## config.mk

```make
export PLATFORM = sky130hd
export DESIGN_NAME = bot_update_hub_flat
export DESIGN_NICKNAME = d
export VERILOG_FILES = /design/src/rtl/bot_hub_pkg.sv /design/src/rtl/bot_update_hub_if.sv /design/src/rtl/bot_hub_channel.sv /design/src/rtl/bot_update_hub.sv /design/src/flat_wrapper.sv
export SDC_FILE = /design/constraint.sdc
export NUM_CORES = 1
export LEC_CHECK = 0
export CORE_ASPECT_RATIO = 0.5
export CORE_MARGIN = 10
export CORE_UTILIZATION = 44
export CTS_CLUSTER_SIZE = 14
export DETAILED_ROUTE_END_ITERATION = 10
export PLACE_DENSITY_LB_ADDON = 0.15
export SETUP_SLACK_MARGIN = 0.05
export SKIP_LAST_GASP = 1
export SYNTH_ARGS = -nofsm -noshare
export SYNTH_HDL_FRONTEND = slang
export SYNTH_SLANG_ARGS = --single-unit
export TNS_END_PERCENT = 50
```

## constraint.sdc

```tcl
create_clock -name clk -period 5.15 [get_ports clk]
set_input_delay 0.515 -clock clk [delete_from_list [all_inputs] [get_ports clk]]
set_output_delay 0.515 -clock clk [all_outputs]
set_load 0.05 [all_outputs]
```

## src/rtl/bot_hub_pkg.sv

```systemverilog
// Shared constants and width helpers for the bot update hub.
package bot_hub_pkg;

  localparam int BOT_INFO_W    = 32;
  localparam int DEFAULT_SYNC  = 2;
  localparam int DEFAULT_N_CH  = 2;
  localparam int DEFAULT_OVR_W = 4;

  // Channel index width; a single channel still needs one bit for irq_ch.
  function automatic int ch_w(input int n);
    return (n <= 2) ? 1 : $clog2(n);
  endfunction

endpackage

```

## src/rtl/bot_update_hub_if.sv

```systemverilog
// Producer-side bundle of the update hub: strobes, info words, acks and status.
interface bot_update_hub_if
  import bot_hub_pkg::*;
#(
  parameter int N_CH   = DEFAULT_N_CH,
  parameter int INFO_W = BOT_INFO_W,
  parameter int OVR_W  = DEFAULT_OVR_W
) ();

  localparam int CH_W = ch_w(N_CH);

  logic [N_CH-1:0]        upd_in;
  logic [N_CH*INFO_W-1:0] info_in;
  logic [N_CH-1:0]        int_ack;
  logic [N_CH-1:0]        ovr_clr;
  logic [N_CH*INFO_W-1:0] info_out;
  logic [N_CH-1:0]        pending;
  logic                   irq;
  logic [CH_W-1:0]        irq_ch;
  logic [N_CH*OVR_W-1:0]  overrun_cnt;

  modport master (
    output upd_in, info_in, int_ack, ovr_clr,
    input  info_out, pending, irq, irq_ch, overrun_cnt
  );

  modport slave (
    input  upd_in, info_in, int_ack, ovr_clr,
    output info_out, pending, irq, irq_ch, overrun_cnt
  );

endinterface

```

## src/rtl/bot_hub_channel.sv

```systemverilog
// One hub channel: strobe synchroniser, rising-edge detect, snapshot,
// sticky pending flag and saturating overrun counter.
module bot_hub_channel #(
  parameter int INFO_W      = 32,
  parameter int SYNC_STAGES = 2,
  parameter int OVR_W       = 4
) (
  input  logic              clk,
  input  logic              reset,
  input  logic              i_upd,
  input  logic [INFO_W-1:0] i_info,
  input  logic              i_ack,
  input  logic              i_ovr_clr,
  output logic [INFO_W-1:0] o_info,
  output logic              o_pending,
  output logic [OVR_W-1:0]  o_ovr_cnt
);

  logic [SYNC_STAGES-1:0] r_sync;
  logic                   r_hist;
  logic [INFO_W-1:0]      r_info;
  logic                   r_pending;
  logic [OVR_W-1:0]       r_ovr_cnt;
  logic                   w_edge;
  logic                   w_ovr_inc;

  assign w_edge    = r_sync[SYNC_STAGES-1] & ~r_hist;
  // An ack landing on the edge cycle consumed the previous update, so no loss.
  assign w_ovr_inc = w_edge & r_pending & ~i_ack & (r_ovr_cnt != {OVR_W{1'b1}});

  always_ff @(posedge clk or posedge reset) begin
    if (reset) begin
      r_sync    <= '0;
      r_hist    <= 1'b0;
      r_info    <= '0;
      r_pending <= 1'b0;
      r_ovr_cnt <= '0;
    end else begin
      r_sync <= {r_sync[SYNC_STAGES-2:0], i_upd};
      r_hist <= r_sync[SYNC_STAGES-1];
      if (w_edge) begin
        r_info    <= i_info;
        r_pending <= 1'b1;
      end else if (i_ack) begin
        r_pending <= 1'b0;
      end
      if (i_ovr_clr) begin
        r_ovr_cnt <= '0;
      end else if (w_ovr_inc) begin
        r_ovr_cnt <= r_ovr_cnt + 1'b1;
      end
    end
  end

  assign o_info    = r_info;
  assign o_pending = r_pending;
  assign o_ovr_cnt = r_ovr_cnt;

endmodule

```

## src/rtl/bot_update_hub.sv

```systemverilog
// Multi-channel update/interrupt hub: N_CH independent channels merged into
// one interrupt request with a lowest-index-first channel select.
module bot_update_hub
  import bot_hub_pkg::*;
#(
  parameter int N_CH        = DEFAULT_N_CH,
  parameter int INFO_W      = BOT_INFO_W,
  parameter int SYNC_STAGES = DEFAULT_SYNC,
  parameter int OVR_W       = DEFAULT_OVR_W
) (
  input  logic            clk,
  input  logic            reset,
  bot_update_hub_if.slave bus
);

  localparam int CH_W = ch_w(N_CH);

  logic [INFO_W-1:0] w_info    [N_CH];
  logic [OVR_W-1:0]  w_ovr_cnt [N_CH];
  logic [N_CH-1:0]   w_pending;
  logic [CH_W-1:0]   w_irq_ch;

  generate
    for (genvar gi = 0; gi < N_CH; gi++) begin : g_ch
      bot_hub_channel #(
        .INFO_W      (INFO_W),
        .SYNC_STAGES (SYNC_STAGES),
        .OVR_W       (OVR_W)
      ) u_channel (
        .clk       (clk),
        .reset     (reset),
        .i_upd     (bus.upd_in[gi]),
        .i_info    (bus.info_in[gi*INFO_W +: INFO_W]),
        .i_ack     (bus.int_ack[gi]),
        .i_ovr_clr (bus.ovr_clr[gi]),
        .o_info    (w_info[gi]),
        .o_pending (w_pending[gi]),
        .o_ovr_cnt (w_ovr_cnt[gi])
      );
    end
  endgenerate

  always_comb begin
    bus.info_out    = '0;
    bus.overrun_cnt = '0;
    for (int i = 0; i < N_CH; i++) begin
      bus.info_out[i*INFO_W +: INFO_W]  = w_info[i];
      bus.overrun_cnt[i*OVR_W +: OVR_W] = w_ovr_cnt[i];
    end
  end

  // Scan from the top so the lowest pending index is the last one written.
  always_comb begin
    w_irq_ch = '0;
    for (int i = N_CH - 1; i >= 0; i--) begin
      if (w_pending[i]) w_irq_ch = CH_W'(i);
    end
  end

  assign bus.pending = w_pending;
  assign bus.irq     = |w_pending;
  assign bus.irq_ch  = w_irq_ch;

endmodule

```

## src/flat_wrapper.sv

```systemverilog
// flat-port wrapper written by rule: the top's interface ports become plain ports
module bot_update_hub_flat import bot_hub_pkg::*;
#(
  parameter int N_CH        = DEFAULT_N_CH,
  parameter int INFO_W      = BOT_INFO_W,
  parameter int SYNC_STAGES = DEFAULT_SYNC,
  parameter int OVR_W       = DEFAULT_OVR_W
)
  (clk, reset, bus_upd_in, bus_info_in, bus_int_ack, bus_ovr_clr, bus_info_out, bus_pending, bus_irq, bus_irq_ch, bus_overrun_cnt);
  bot_update_hub_if #(.N_CH(N_CH), .INFO_W(INFO_W), .OVR_W(OVR_W)) bus_i ();
  input  logic clk;
  input  logic reset;
  input wire logic [$bits(bus_i.upd_in)-1:0] bus_upd_in;
  input wire logic [$bits(bus_i.info_in)-1:0] bus_info_in;
  input wire logic [$bits(bus_i.int_ack)-1:0] bus_int_ack;
  input wire logic [$bits(bus_i.ovr_clr)-1:0] bus_ovr_clr;
  output wire logic [$bits(bus_i.info_out)-1:0] bus_info_out;
  output wire logic [$bits(bus_i.pending)-1:0] bus_pending;
  output wire logic [$bits(bus_i.irq)-1:0] bus_irq;
  output wire logic [$bits(bus_i.irq_ch)-1:0] bus_irq_ch;
  output wire logic [$bits(bus_i.overrun_cnt)-1:0] bus_overrun_cnt;
  assign bus_i.upd_in = bus_upd_in;
  assign bus_i.info_in = bus_info_in;
  assign bus_i.int_ack = bus_int_ack;
  assign bus_i.ovr_clr = bus_ovr_clr;
  assign bus_info_out = bus_i.info_out;
  assign bus_pending = bus_i.pending;
  assign bus_irq = bus_i.irq;
  assign bus_irq_ch = bus_i.irq_ch;
  assign bus_overrun_cnt = bus_i.overrun_cnt;
  bot_update_hub #(.N_CH(N_CH), .INFO_W(INFO_W), .SYNC_STAGES(SYNC_STAGES), .OVR_W(OVR_W)) u_core (.clk(clk), .reset(reset), .bus(bus_i));
endmodule
```

After elaboration in Yosys (flattened, before gate mapping)
Cells that the tools add are included.
{"block": "word_totals", "register_bits": 80, "inputBits": 72}
{"block": "classes", "add_sub_neg": 2, "n_eq_ne": 2, "muxes": 10, "n_bitwise": 12, "reduce_logical": 5}
{"cell": "$mux 4", "count": 4}
{"cell": "$add 4x1->4 const B", "count": 2}
{"cell": "$and 1x1->1", "count": 8}
{"cell": "$ne 4x4->1 const B", "count": 2}
{"cell": "$reduce_bool 2->1", "count": 4}
{"cell": "$mux 1", "count": 6}
{"cell": "$not 1->1", "count": 4}
{"cell": "$reduce_or 2->1", "count": 1}

Depth between registers and ports, before layout
{"block": "depth", "word_depth": 7, "mapped_depth": 4}

By module
From an unflattened synthesis, not the netlist that was laid out.
{"block": "unflattened", "hier_cells": 196, "area_unflattened_um2": 3170.5}
{"module": "bot_hub_channel", "instances": 2, "cells_each": 97, "area_each_um2": 1579.0, "seq_area_each_um2": 1001.0}
{"module": "bot_update_hub", "instances": 1, "cells_each": 2, "area_each_um2": 12.5, "seq_area_each_um2": 0.0}

Worst setup path after synthesis
Ideal clock, no wire load.
{"block": "synth_path", "kind": "register to register", "startpoint": "register u_core.g_ch[1].u_channel.r_ovr_cnt[0]", "endpoint": "register u_core.g_ch[1].u_channel.r_ovr_cnt[0]", "setup_time_ps": 77, "arrival_ps": 1515, "required_ps": 5073, "path_slack_ps": 3557, "path_stages_with_launch": 5, "cell_sequence": "dfrtp_1 -> ha_1 -> and3_1 -> or3_1 -> a21oi_1"}
{"block": "synth_between", "elab_chain_cells": 3, "word_cells_on_any_way": 6}
{"item": "start: declaration", "line": "bot_hub_channel.sv:23", "source": "logic [OVR_W-1:0] r_ovr_cnt;"}
{"item": "start signal: assignment", "line": "bot_hub_channel.sv:50", "source": "r_ovr_cnt <= r_ovr_cnt + 1'b1;"}
{"item": "$add 4x1->4 or $ne 4x4->1 (tied branches)", "line": "bot_hub_channel.sv:50, bot_hub_channel.sv:29"}
{"item": "$mux 4 or $and 1x1->1 (tied branches)", "line": "bot_hub_channel.sv:49, bot_hub_channel.sv:29"}
{"item": "$mux 4 or $reduce_bool 2->1 (tied branches)"}
Parallel ways exist; a longest one is shown, timed or not. The select of a mux whose other input is x is not followed.
A chain may end at the register's enable or synchronous reset.

Worst setup path after layout
{"block": "layout_path", "startpoint": "register u_core.g_ch[1].u_channel.r_pending", "endpoint": "output port bus_irq"}
{"block": "layout_between", "elab_chain_cells": 1}
{"item": "start: declaration", "line": "bot_hub_channel.sv:22", "source": "logic r_pending;"}
{"item": "start signal: assignment", "line": "bot_hub_channel.sv:36", "source": "r_pending <= 1'b0;"}
{"item": "start signal: assignment", "line": "bot_hub_channel.sv:43", "source": "r_pending <= 1'b1;"}
{"item": "start signal: assignment", "line": "bot_hub_channel.sv:45", "source": "r_pending <= 1'b0;"}
{"item": "$reduce_or 2->1", "line": "bot_update_hub.sv:61", "source": "assign bus.irq = |w_pending;"}
{"item": "end: declaration", "line": "flat_wrapper.sv:19", "source": "output wire logic [$bits(bus_i.irq)-1:0] bus_irq;"}
Every way passes these cells.

==> qor.txt <==
CP endpoint kind: output pin
die footprint: 0.0113 sq mm
area grow syn2layout: 56.6%
Critical Path Start Type: register
Slew @ Worst Pin: 980 ps
worst clock skew: 5.90 ps
GRT Overall Usage: 14.3%
post-synthesis xor/xnor area fraction: 0%
starting density of the core: 46.5%
max-slew violation count: 0
met1 wire length: 3220 microns
max incr delay on CP: 710 ps
CTS root buf: clkbuf_16
antenna violations before repair: 0
syn_area_per_cell: 16.2 sq um
Crit-path slowest cell: clkdlybuf4s50_1
clock transition at the registers of the reported paths: 60 ps
Top Metal Used: met4
gr ovfl total: 0
DIE WIDTH: 140 microns
CTS tree: done
final core utilization: 72.8%
final setup violating endpoints: 0
n_diodes: 0
post-synthesis compound-gate area fraction: 2.71%
drt first pass iters: 4
first-pass GRT wire length: 12800 microns
CTS max path bufs: 2
DPL Wire Length: 6020 microns
post-CTS setup buffer count: 0
vias in the first global route: 2379
simple-gate share of the synthesized area: 6.95%
CTS Sinks: 80
Final period util: 45.2%
port bufs: 147
Post-Route WL: 8020 microns
Max H-tree Level: 3
worst rel slew slack: 34.5%
cts repair resizes: 0
core area: 0.00686 sq mm
Post-CTS Hold Fix Bufs: 0
worst vdd ir: 0.248 mV
kind of critical path: reg2out
Met3 Wirelength: 750 microns
YS warnings: 0
Achievable Freq: 0.430 GHz
met2 wire length: 3960 microns
Hold Crit Class: reg2reg
RSZ-0062 raised after global routing: false
crit-path cells: or2_2 > clkdlybuf4s50_1
FP Rows: 21
largest family of logic cells by synthesized area: multiplexers
initial DRC count: 135
DR vias: 2155
MaxCap Viol Count: 0
Synth Cell Area: 0.00319 sq mm
TritonCTS buffer count: 9
remaining antenna violation count: 0
Syn Nets: 271
Fin. Hold Viols: 0
drt via density: 4.86
pwr dens: 406 mW/mm^2
clock period minus worst slack: 2330 ps
outcome: finished, final reports clean
pin count of the biggest net entering global routing: 81
Top Ports: 148
dpl ws: 3160 ps
Routed WL per cell: 18.1 microns
Yosys cell types: 24
leakage dissipation: 2.07 nW
sequential area share after synthesis: 62.8%
ratio of cells with drive above 1 in the final layout: 24.8%
Synth Register Bits: 80
clk_lat worst skew: 330 ps
Worst Path Max Fanout: 6
Adder-Cell Fraction of Synth Area: 0.785%
min setup slack post-route: 2820 ps
Final nets: 420
chip height: 80.2 microns
RePlAce Congestion: 0.776
cell count after synthesis: 197
DRC: 0
post-synthesis mux area share: 23.1%
CP required: 4640 ps
post-route setup TNS: 0 ps
crit path DAT: 1810 ps
==> registers in the layout, summed over array words and instances, names as in the netlist <==
signal	cells
u_core.g_ch.u_channel.o_pending	2
u_core.g_ch.u_channel.o_info	64
u_core.g_ch.u_channel.r_hist	2
u_core.g_ch.u_channel.o_ovr_cnt	8
u_core.g_ch.u_channel.r_sync	4
==> synth_stat cells, drive strengths merged <==
cell type   n  area [sq um]
a21o        2          15.0
a21oi       7          35.0
a41oi       1          8.76
and2b       1          7.51
and3        2          12.5
and4b       2          20.0
and4bb      2          25.0
buf        10           105
dfrtp      80          2000
ha          2          25.0
inv         3          11.3
mux2       64           736
nand3       2          10.0
nand3b      2          15.0
nand4bb     2          55.1
nor2b       2          27.5
nor3        3          15.0
nor4b       1          8.76
o21ai       4          20.0
o31ai       1          7.51
or2         1          6.26
or3         3          18.8
==> per-stage QoR <==
step | total power [mW] | cells | hold WS (ps) | cell area, sq um
2_1_floorplan | 1.14 | 197 | 331 | 3190
3_5_place_dp | 1.38 | 427 | 345 | 4680
5_1_grt | 2.11 | 443 | 358 | 4990
4_1_cts | 2.05 | 443 | 358 | 4990
3_3_place_gp | 1.37 | 427 | 335 | 4680
6_report | 2.03 | 443 | 357 | 4990
==> cell type report <==
| cell class | count | area (sq um) |
|---|---|---|
| clock buffer | 11 | 233 |
| clock inverter | 5 | 81.3 |
| fill | 436 | 1870 |
| inverter | 3 | 12.5 |
| multi-input combinational | 104 | 1070 |
| sequential | 80 | 2000 |
| tap | 92 | 115 |
| timing repair buffer | 148 | 1480 |
==> cells by family after synthesis <==
family	after synthesis
AO/OA/AOI/OAI	15
adder cells (fa/ha/maj)	2
buffers and inverters	13
flip-flops	80
multiplexers	64
AND/OR/NAND/NOR	23
==> cells in the final DEF (no fill, tap or decap), drive strengths merged <==
master and n:
a21o 2, a21oi 7, a41oi 1, and2b 1, and3 2, and4b 2
and4bb 2, buf 1, bufinv 2, clkbuf 11, clkdlybuf4s50 147, clkinv 3
clkinvlp 1, dfrtp 80, ha 2, inv 2, mux2 64, nand3 2
nand3b 2, nand4bb 2, nor2b 2, nor3 3, nor4b 1, o21ai 4
o31ai 1, or2 1, or3 3
==> routing by layer <==
| layer | vias up | track usage, % |
|---|---|---|
| li1 | 1004 | - |
| met1 | 1060 | 15.4 |
| met2 | 85 | 24.1 |
| met3 | 6 | 7.11 |
| met4 | 0 | 5.02 |
| met5 | - | 0 |
==> critical path: cells and delay by family, from the launching register on <==
family / cells / cell delay (ps)
DFF: 1 / 450
buffers and inverters: 1 / 710
and+or+nand+nor: 1 / 320
==> power by group <==
group	switching (mW)	internal (mW)
combinational	0.371	0.244
clock	0.237	0.424
sequential	0.0449	0.707
total	0.652	1.38
==> worst paths after layout <==
check	start	cells past startpoint	endpoint	slack (ps)
max in group asynchronous	reset	3	u_core.g_ch[0].u_channel.o_info[12]	3720
min in group asynchronous	reset	3	u_core.g_ch[1].u_channel.o_info[1]	810
worst min register to register	u_core.g_ch[1].u_channel.r_sync[0]	0	u_core.g_ch[1].u_channel.r_sync[1]	360
worst max register to register	u_core.g_ch[0].u_channel.r_sync[1]	2	u_core.g_ch[0].u_channel.o_info[15]	3330
worst max-delay path	u_core.g_ch[1].u_channel.o_pending	2	bus_irq	2820
worst min-delay path	u_core.g_ch[1].u_channel.r_sync[0]	0	u_core.g_ch[1].u_channel.r_sync[1]	360
(Power assumes the default switching activity.)
==> RTL change (same settings) <==
Reset style: synchronous (`reset`), changed in one clocked block.
--- a/src/rtl/bot_hub_channel.sv
+++ b/src/rtl/bot_hub_channel.sv
@@ -28,7 +28,7 @@
   // An ack landing on the edge cycle consumed the previous update, so no loss.
   assign w_ovr_inc = w_edge & r_pending & ~i_ack & (r_ovr_cnt != {OVR_W{1'b1}});
 
-  always_ff @(posedge clk or posedge reset) begin
+  always_ff @(posedge clk) begin
     if (reset) begin
       r_sync    <= '0;
       r_hist    <= 1'b0;
Behaviour: differs if reset is asserted again (counterexample within 4 cycles, from zero or initial values and one cycle with reset high); with reset held inactive, the same outputs for 10 cycles.
==> RTL change against the unedited design <==
Non-clock buffer count up 4; setup slack better by 0.13 ns; wire length up 9.9%; critical path depth unchanged; sequential cell count unchanged; cell area down 5.4%; global-route usage up 2.2 points; hold slack better by 0.075 ns; critical path type unchanged; area after synthesis down 8.8%; critical endpoint unchanged; largest cell class unchanged; synthesized cell count up 79%; register-to-register slack better by 0.45 ns.
Power is not compared: it rests on default switching activity, and its combinational part moved more than twofold at a synthesized area within 25%.
==> RTL change: results (changes against the unedited design) <==
- R2R depth: 4 (+2)
- Worst-Skew Late Latency: 0.33 ns (about the same)
- First-pass GRT wire length: 13.97 mm (+8.7%)
- Share of layout cells above drive strength 1: 0.05061 (-0.1973)
- I/O Buffers: 147 (unchanged)
- Worst Hold Depth: 1 (+1)
- Highest net fanout along the worst path: 6 (unchanged)
- CTS Buf Count: 9 (unchanged)
- Initial antenna violation count: 0 (unchanged)
- Status: finished, final reports clean
- Synth async-reset ratio: 0 (-1.000)
- Placed cell areas: 0.004398 mm2 (-6.0%)
- Top_reg_cell synth: dfxtp_1
- Commonest cells post-synth: nand2_1 (130), dfxtp_1 (80), a21oi_1 (68), buf_2 (17), nor2b_1 (9)
- Post-CTS setup buffers: 0 (unchanged)
- H-tree levels: 3 (unchanged)
- WL final: 8.814 mm (+9.9%)
- Pre-CTS WS: 3.075 ns (-0.08450 ns)
- Seq/Total Area, Yosys: 0.5512 (-0.07694)
- Power per cell area: 323.8 mW/mm2
- Sw Share: 0.2295
- Gr usage total: 0.1641 (+0.02152)
- Dpl hpwl: 6.315 mm (+4.9%)
- Via count: 2783 (+29%)
- Hold Path Class: flip-flop to flip-flop
- Routability cong.: 0.8186 (+5.5%)
- Max-slew headroom: 0.3888 (+0.04354)
- Final Non-Filler Cells: 582 (+31%)
- Final nets: 564 (+34%)
- Number of synthesis warnings: 0 (unchanged)
- Mean Syn Cell Area: 8.230 um2 (-49%)
- First-pass DRT Iterations: 6 (+2)
- P_clk: 0.674 mW
- Post-synth cell types: 31 (+29%)
- CP max-delay cell: clkdlybuf4s50_1
- Skew final: 0.007788 ns (+0.001887 ns)
- DRT iter0 DRCs: 170 (+26%)
- Largest register FFs: 64 (unchanged)
- Top cells by area, synth: dfxtp_1 (55%), nand2_1 (17%), a21oi_1 (12%)
- DP Cell Count: 567 (+33%)
- Worst path arrival time: 1.68 ns (-0.13 ns)
- Pin count of the biggest net entering global routing: 51 (-37%)
- CTS Root Cell: clkbuf_16
- Fill cell count: 479 (+9.9%)
- CP delay by family, top: buffers and inverters
- Delay of the slowest critical-path stage: 0.70 ns
- Vias in the first global route: 2687 (+13%)
- P_leak: 1.659 nW
- Syn nets: 427 (+58%)
-- RTL change: cell count changes after synthesis, moves of 9 or more --
cell / unedited run / this run
nand2_1: 0 / 130
a21oi_1: 7 / 68
dfxtp_1: 0 / 80
mux2_2: 60 / 0
dfrtp_1: 80 / 0
nor2b_1: 0 / 9
buf_2: 0 / 17
-- RTL change: kinds of logic after synthesis --
logic type,count (synthesis),share of synthesized area
buffers and inverters,26,0.04350
and+or+nand+nor,165,0.2485
adders and majority gates,2,0.008612
AOI/OAI and AO/OA,80,0.1482
DFF,80,0.5513
-- RTL change: path summary, 6_finish.rpt --
path	start	to	slack, ns
worst min register to register	u_core.g_ch[0].u_channel.r_sync[0]$_SDFF_PP0_	u_core.g_ch[0].u_channel.r_sync[1]$_SDFF_PP0_	0.43
worst min-delay path	u_core.g_ch[0].u_channel.r_sync[0]$_SDFF_PP0_	u_core.g_ch[0].u_channel.r_sync[1]$_SDFF_PP0_	0.43
worst max register to register	u_core.g_ch[0].u_channel.o_ovr_cnt[0]$_SDFFE_PP0P_	u_core.g_ch[0].u_channel.o_ovr_cnt[0]$_SDFFE_PP0P_	3.78
worst max-delay path	u_core.g_ch[0].u_channel.o_pending$_SDFFE_PP0P_	bus_irq	2.96
-- RTL change: area by class of cell --
cell class              instances  area (um2)  area share
clock inverters                 3       65.06     0.01379
flip-flops and latches         80        1602      0.3393
clock buffers                  12       256.5     0.05435
repair buffers                152        1504      0.3187
well taps                      88       110.1     0.02333
multi-input cells             247        1182      0.2505
-- RTL change: metal layers --
| metal | wire, um | global-route usage | vias up |
|---|---|---|---|
| met1 | 3400 | 0.1722 | 1244 |
| met5 | 0 | 0 | - |
| met3 | 1049 | 0.09254 | 2 |
| met2 | 4345 | 0.2846 | 106 |
| met4 | 19 | 0.03240 | 0 |
| li1 | - | - | 1431 |
